[config.mk]
export PLATFORM = sky130hd
export DESIGN_NAME = alu_mp_sequencer
export DESIGN_NICKNAME = d
export VERILOG_FILES = /design/src/rtl/alu_mp_sequencer.sv
export SDC_FILE = /design/constraint.sdc
export NUM_CORES = 1
export LEC_CHECK = 0
export CORE_ASPECT_RATIO = 0.5
export CORE_MARGIN = 2
export CORE_UTILIZATION = 48
export CTS_CLUSTER_DIAMETER = 60
export DETAILED_ROUTE_END_ITERATION = 12
export PLACE_DENSITY = 0.89
export SLEW_MARGIN = 10
export SYNTH_ARGS = -nofsm -noshare
export SYNTH_HDL_FRONTEND = slang
export SYNTH_SLANG_ARGS = --single-unit
[constraint.sdc]
create_clock -name Clk -period 3.2 [get_ports Clk]
set_input_delay 0.64 -clock Clk [delete_from_list [all_inputs] [get_ports Clk]]
set_output_delay 0.64 -clock Clk [all_outputs]
set_load 0.005 [all_outputs]
[src/rtl/alu_mp_sequencer.sv]
// Multi-precision sequencer: issues one ALU word op per cycle LSW->MSW, chains carry, holds result until Ack.
// Optional macro ALU_SEQ_CARRY_IN_EN adds a CarryIn port for the initial ADD/SUB carry.
module alu_mp_sequencer #(
  parameter int DataWidth = 8,
  parameter int Words     = 2,
  parameter int FlagBits  = 4
) (
  input  logic                         Clk,
  input  logic                         Reset_N,
  input  logic                         Start,
  input  logic [2:0]                   Op,
  input  logic [Words*DataWidth-1:0]   OpA,
  input  logic [Words*DataWidth-1:0]   OpB,
`ifdef ALU_SEQ_CARRY_IN_EN
  input  logic                         CarryIn,
`endif
  output logic                         Ready,
  output logic                         Valid,
  input  logic                         Ack,
  output logic [Words*DataWidth-1:0]   Result,
  output logic [FlagBits-1:0]          ResultFlags,
  output logic                         Error,
  output logic [DataWidth-1:0]         AluA,
  output logic [DataWidth-1:0]         AluB,
  output logic [3:0]                   AluFuncOp,
  output logic [FlagBits-1:0]          AluIFlags,
  input  logic [DataWidth-1:0]         AluY,
  input  logic [FlagBits-1:0]          AluOFlags
);

  localparam int TotW = Words * DataWidth;
  localparam int IdxW = (Words > 1) ? $clog2(Words) : 1;

  localparam logic [1:0] S_IDLE = 2'd0;
  localparam logic [1:0] S_RUN  = 2'd1;
  localparam logic [1:0] S_DONE = 2'd2;

  localparam logic [2:0] OP_ADD = 3'd0;
  localparam logic [2:0] OP_SUB = 3'd1;
  localparam logic [2:0] OP_AND = 3'd2;
  localparam logic [2:0] OP_OR  = 3'd3;
  localparam logic [2:0] OP_XOR = 3'd4;

  logic [1:0]          state_q, state_d;
  logic [IdxW-1:0]     idx_q, idx_d;
  logic                carry_q, carry_d;
  logic                zacc_q, zacc_d;
  logic [2:0]          op_q, op_d;
  logic [TotW-1:0]     a_q, a_d, b_q, b_d;
  logic [TotW-1:0]     result_q, result_d;
  logic [FlagBits-1:0] flags_q, flags_d;
  logic                error_q, error_d;

  logic                 is_logic;
  logic                 last_word;
  logic                 init_carry;
  logic [DataWidth-1:0] a_word, b_word;

  assign is_logic  = (op_q == OP_AND) || (op_q == OP_OR) || (op_q == OP_XOR);
  assign last_word = (idx_q == IdxW'(Words - 1));

`ifdef ALU_SEQ_CARRY_IN_EN
  assign init_carry = ((Op == OP_ADD) || (Op == OP_SUB)) ? CarryIn : 1'b0;
`else
  assign init_carry = (Op == OP_SUB);
`endif

  always_comb begin
    a_word = '0;
    b_word = '0;
    for (int w = 0; w < Words; w++) begin
      if (idx_q == IdxW'(w)) begin
        a_word = a_q[w*DataWidth +: DataWidth];
        b_word = b_q[w*DataWidth +: DataWidth];
      end
    end
  end

  // SUB runs on the ALU's Add as A + ~B + carry, so the Sub encoding is never driven.
  always_comb begin
    AluA      = '0;
    AluB      = '0;
    AluFuncOp = 4'b0000;
    AluIFlags = '0;
    if (state_q == S_RUN) begin
      AluA         = a_word;
      AluB         = (op_q == OP_SUB) ? ~b_word : b_word;
      AluIFlags[1] = carry_q;
      case (op_q)
        OP_AND:  AluFuncOp = 4'b0010;
        OP_OR:   AluFuncOp = 4'b0011;
        OP_XOR:  AluFuncOp = 4'b0100;
        default: AluFuncOp = 4'b0000;
      endcase
    end
  end

  always_comb begin
    state_d  = state_q;
    idx_d    = idx_q;
    carry_d  = carry_q;
    zacc_d   = zacc_q;
    op_d     = op_q;
    a_d      = a_q;
    b_d      = b_q;
    result_d = result_q;
    flags_d  = flags_q;
    error_d  = error_q;
    case (state_q)
      S_IDLE: begin
        if (Start) begin
          a_d      = OpA;
          b_d      = OpB;
          op_d     = Op;
          idx_d    = '0;
          zacc_d   = 1'b1;
          result_d = '0;
          flags_d  = '0;
          if (Op <= OP_XOR) begin
            carry_d = init_carry;
            error_d = 1'b0;
            state_d = S_RUN;
          end else begin
            carry_d = 1'b0;
            error_d = 1'b1;
            state_d = S_DONE;
          end
        end
      end
      S_RUN: begin
        for (int w = 0; w < Words; w++) begin
          if (idx_q == IdxW'(w)) begin
            result_d[w*DataWidth +: DataWidth] = AluY;
          end
        end
        carry_d = is_logic ? 1'b0 : AluOFlags[1];
        zacc_d  = zacc_q & AluOFlags[0];
        idx_d   = idx_q + 1'b1;
        if (last_word) begin
          idx_d      = '0;
          state_d    = S_DONE;
          flags_d    = '0;
          flags_d[3] = ~is_logic & AluOFlags[3];
          flags_d[2] = AluOFlags[2];
          flags_d[1] = carry_d;
          flags_d[0] = zacc_d;
        end
      end
      S_DONE: begin
        if (Ack) begin
          state_d = S_IDLE;
        end
      end
      default: state_d = S_IDLE;
    endcase
  end

  always_ff @(posedge Clk) begin
    if (!Reset_N) begin
      state_q  <= S_IDLE;
      idx_q    <= '0;
      carry_q  <= 1'b0;
      zacc_q   <= 1'b0;
      op_q     <= '0;
      a_q      <= '0;
      b_q      <= '0;
      result_q <= '0;
      flags_q  <= '0;
      error_q  <= 1'b0;
    end else begin
      state_q  <= state_d;
      idx_q    <= idx_d;
      carry_q  <= carry_d;
      zacc_q   <= zacc_d;
      op_q     <= op_d;
      a_q      <= a_d;
      b_q      <= b_d;
      result_q <= result_d;
      flags_q  <= flags_d;
      error_q  <= error_d;
    end
  end

  assign Ready       = (state_q == S_IDLE);
  assign Valid       = (state_q == S_DONE);
  assign Result      = result_q;
  assign ResultFlags = flags_q;
  assign Error       = error_q;

endmodule

==> results.md <==
* Vias at 2,551
* FF-to-FF setup slack at 1.12 ns
* Clock skew at 0.00621 ns
* Initial Util at 49.6%
* Crit path kind: flop to output pin
* Die height at 57.1 µm
* Post-route DRC at 0
* Crit path launch type: flop
* Mapped Avg Cell Area at 8.29 µm²
* First-pass GRT wire length at 11,200 µm
* Power Density at 576 mW/mm²
* Hold buffer count at cts at 0
* Post-Syn Area at 0.00271 mm²
* DP Wirelength at 4670 µm
* Largest net degree at the start of global routing at 57
* Critical Path AT at 2.28 ns
* Status: complete, no violations
* Synth Area in Adders at 0%
* Final Setup Violations at 0
* Post-synth top flop: dfxtp_1
* CTS Sinks at 61
* Die area at 0.00630 mm²
* Tightest hold margin at 0.448 ns
* Max_cap viols at 0
* WP data required at 2.56 ns
* Initial antenna violation count at 0
* Post-synthesis xor/xnor area fraction at 2.58%
* # Post-CTS Setup Buffers at 0
* FP Rows at 19
* Worst setup path endpoint: AluB[5]
* Post-cts sizing count at 0
* Vias per inst at 5.20
* Largest family of logic cells by synthesized area: simple AND/OR/NAND/NOR gates
* CTS HTree Levels at 3
* Layout cells sized above 1 at 5.98%
* Vias in the first global route at 2,488
* Wire per inst at 14.4 µm
* Comb power frac at 14.5%
* Slew Limit Fails at 0
* Yosys warns at 0
* Internal power at 0.00176 W
* Worst r2r src: idx_q$_SDFFE_PN0P_
* R2R cell count at 4
* Mapped Cells at 327
* Synth Area in Simple Gates at 23.2%
* Sequential power share at 37.1%
* Area growth syn-to-layout at 46.3%
* HP Class: flop to flop
* Synth cell types at 36
* Clock network power share at 48.3%
* Multiplexer share of the synthesized area at 11.8%
* Final wirelength at 7090 µm
* Crit Path Max Fanout at 16
* Root Buffer: clkbuf_16
* Worst-path clk slew at 0.05 ns
* TritonCTS Buffers at 9
* Leak at 1.50 nW
* Compound-Gate Fraction of Synth Area at 11.4%
* Final ANT Viol Nets at 0
* Post-synth EDFFs at 0
* Sequential area share after synthesis at 45.0%
* Placer Congestion at 0.746
* # IOs at 98
* Max Root-Sink Buffers at 2
* Final Cycle Share at 91.3%
* Ys async rst share at 0%
* Drt pass-1 iters at 4
* Endpoints failing hold at 0
* Measured slew at the worst slew-check pin at 0.823 ns
* Rel. slew slack at 45.0%
* Worst Setup End Kind: output pin
* Setup TNS at 0 ns
* Tmin final at 2.92 ns
* N_diodes at 0
* Filler instances at 408
* RR Endpoint: Result[13]$_SDFFE_PN0P_
* Peak supply drop at 333 µV
* Core Footprint at 0.00547 mm²
* CP Launch Point: idx_q$_SDFFE_PN0P_
* Starting DRT DRC Count at 149
* Sw Share at 23.0%
* Overall global routing resource usage at 23.2%
* RSZ-0062 raised after global routing: no
* Die width at 110 µm
* Skew-Pair Late Insertion Delay at 0.32 ns
* CTS tree: built
* Remaining Overflow, GRT at 0
* Switching power at 0.000526 W
* PortBufs at 93
* Fmax at 342 MHz
* Nets at 464
* Number of synthesized register bits at 61
## power groups by stage
stage / registers, W / clock network (W) / logic, W
final: 0.000848 / 0.00110 / 0.000332
after global routing: 0.000853 / 0.00115 / 0.000364
after CTS: 0.000848 / 0.00111 / 0.000333
after detailed placement: 0.000862 / 0 / 0.000327
after global placement: 0.000859 / 0 / 0.000317
after floorplan: 0.000843 / 0 / 0.000215
## cells in the final DEF, fill, tap and decap left out, drive strengths merged
cell           count
clkbuf            12
nand4              2
conb               4
and2              11
xor2               8
a21o               1
o21bai             1
nand2b             4
o21a               1
clkinv             2
nand3              1
a32o               2
nor4b              1
buf                5
or3b               1
clkdlybuf4s50     93
nand2             76
bufinv             3
nor2              39
o211a              1
o21ai              4
mux2i             32
and2b              1
dfxtp             61
a21oi             44
nor4               1
nor3b              1
nor3               1
nor2b              4
or2                1
## per-layer routing
| layer | up-vias | GRT usage, % | part of all wire (%) |
|---|---|---|---|
| li1 | 1242 | - | - |
| met1 | 1206 | 25.8 | 41 |
| met2 | 87 | 40.3 | 50 |
| met3 | 16 | 9.49 | 7.0 |
| met4 | 0 | 8.93 | 2.2 |
| met5 | - | 0 | 0 |
## cell families after synthesis
kind of cell / count (synthesis)
simple gates: 144
flops: 61
compound gates: 54
mux: 32
buf+inv: 27
xor+xnor: 8
other cells: 1
## cell type report
cell class | instances | area, µm² | area share, %
Multi-Input combinational cell | 242 | 1340 | 33.8
Sequential cell | 61 | 1220 | 30.8
Timing Repair Buffer | 98 | 968 | 24.4
Clock buffer | 12 | 246 | 6.21
Clock inverter | 4 | 95.1 | 2.40
Tap cell | 73 | 91.3 | 2.30
Inverter | 1 | 3.75 | 0.0946
## worst min path at each step
stage	from	to	cells past startpoint
floorplan	a_q[0]$_SDFFE_PN0P_	a_q[0]$_SDFFE_PN0P_	2
finish	ResultFlags[2]$_SDFFE_PN0P_	ResultFlags[2]$_SDFFE_PN0P_	2
detailed placement	b_q[13]$_SDFFE_PN0P_	b_q[13]$_SDFFE_PN0P_	2
CTS	ResultFlags[2]$_SDFFE_PN0P_	ResultFlags[2]$_SDFFE_PN0P_	2
global route	b_q[2]$_SDFFE_PN0P_	b_q[2]$_SDFFE_PN0P_	2
global placement	b_q[3]$_SDFFE_PN0P_	b_q[3]$_SDFFE_PN0P_	2
## critical path, cell delays in order, from the launching register on
cell and delay [ns]:
dfxtp_1 0.85, mux2i_1 0.37, xor2_1 0.12, nor2_1 0.10, clkdlybuf4s50_1 0.51
## registers in the layout, summed over array words and instances (netlist names)
register,count
carry_q,1
b_q,16
a_q,16
zacc_q,1
Result,16
state_q,2
op_q,3
ResultFlags,4
Error,1
idx_q,1
## cell usage after synthesis, types with 3 or more instances
library cell,n,share of area [%]
buf_1,4,0.55
xor2_1,8,2.6
buf_2,8,1.5
dfxtp_1,61,45
clkbuf_1,3,0.42
nor2b_1,4,0.92
buf_4,9,2.5
and2_1,11,2.5
nand2b_1,3,0.69
a21oi_1,42,7.8
nand2_1,74,10
mux2i_1,32,12
o21ai_0,4,0.74
nor2_1,38,5.3
## metrics by stage
stage	area, µm²	total power [W]	cells	util (%)	worst slack, ns
after floorplan	2720	0.00106	330	-	1.52
after global placement	3630	0.00118	475	66.3	0.768
after detailed placement	3630	0.00119	475	66.3	0.682
after CTS	3970	0.00229	491	72.6	0.258
after global routing	3970	0.00236	491	72.6	0.173
final	3970	0.00228	491	72.6	0.278
Power figures use the tool's default switching activity.
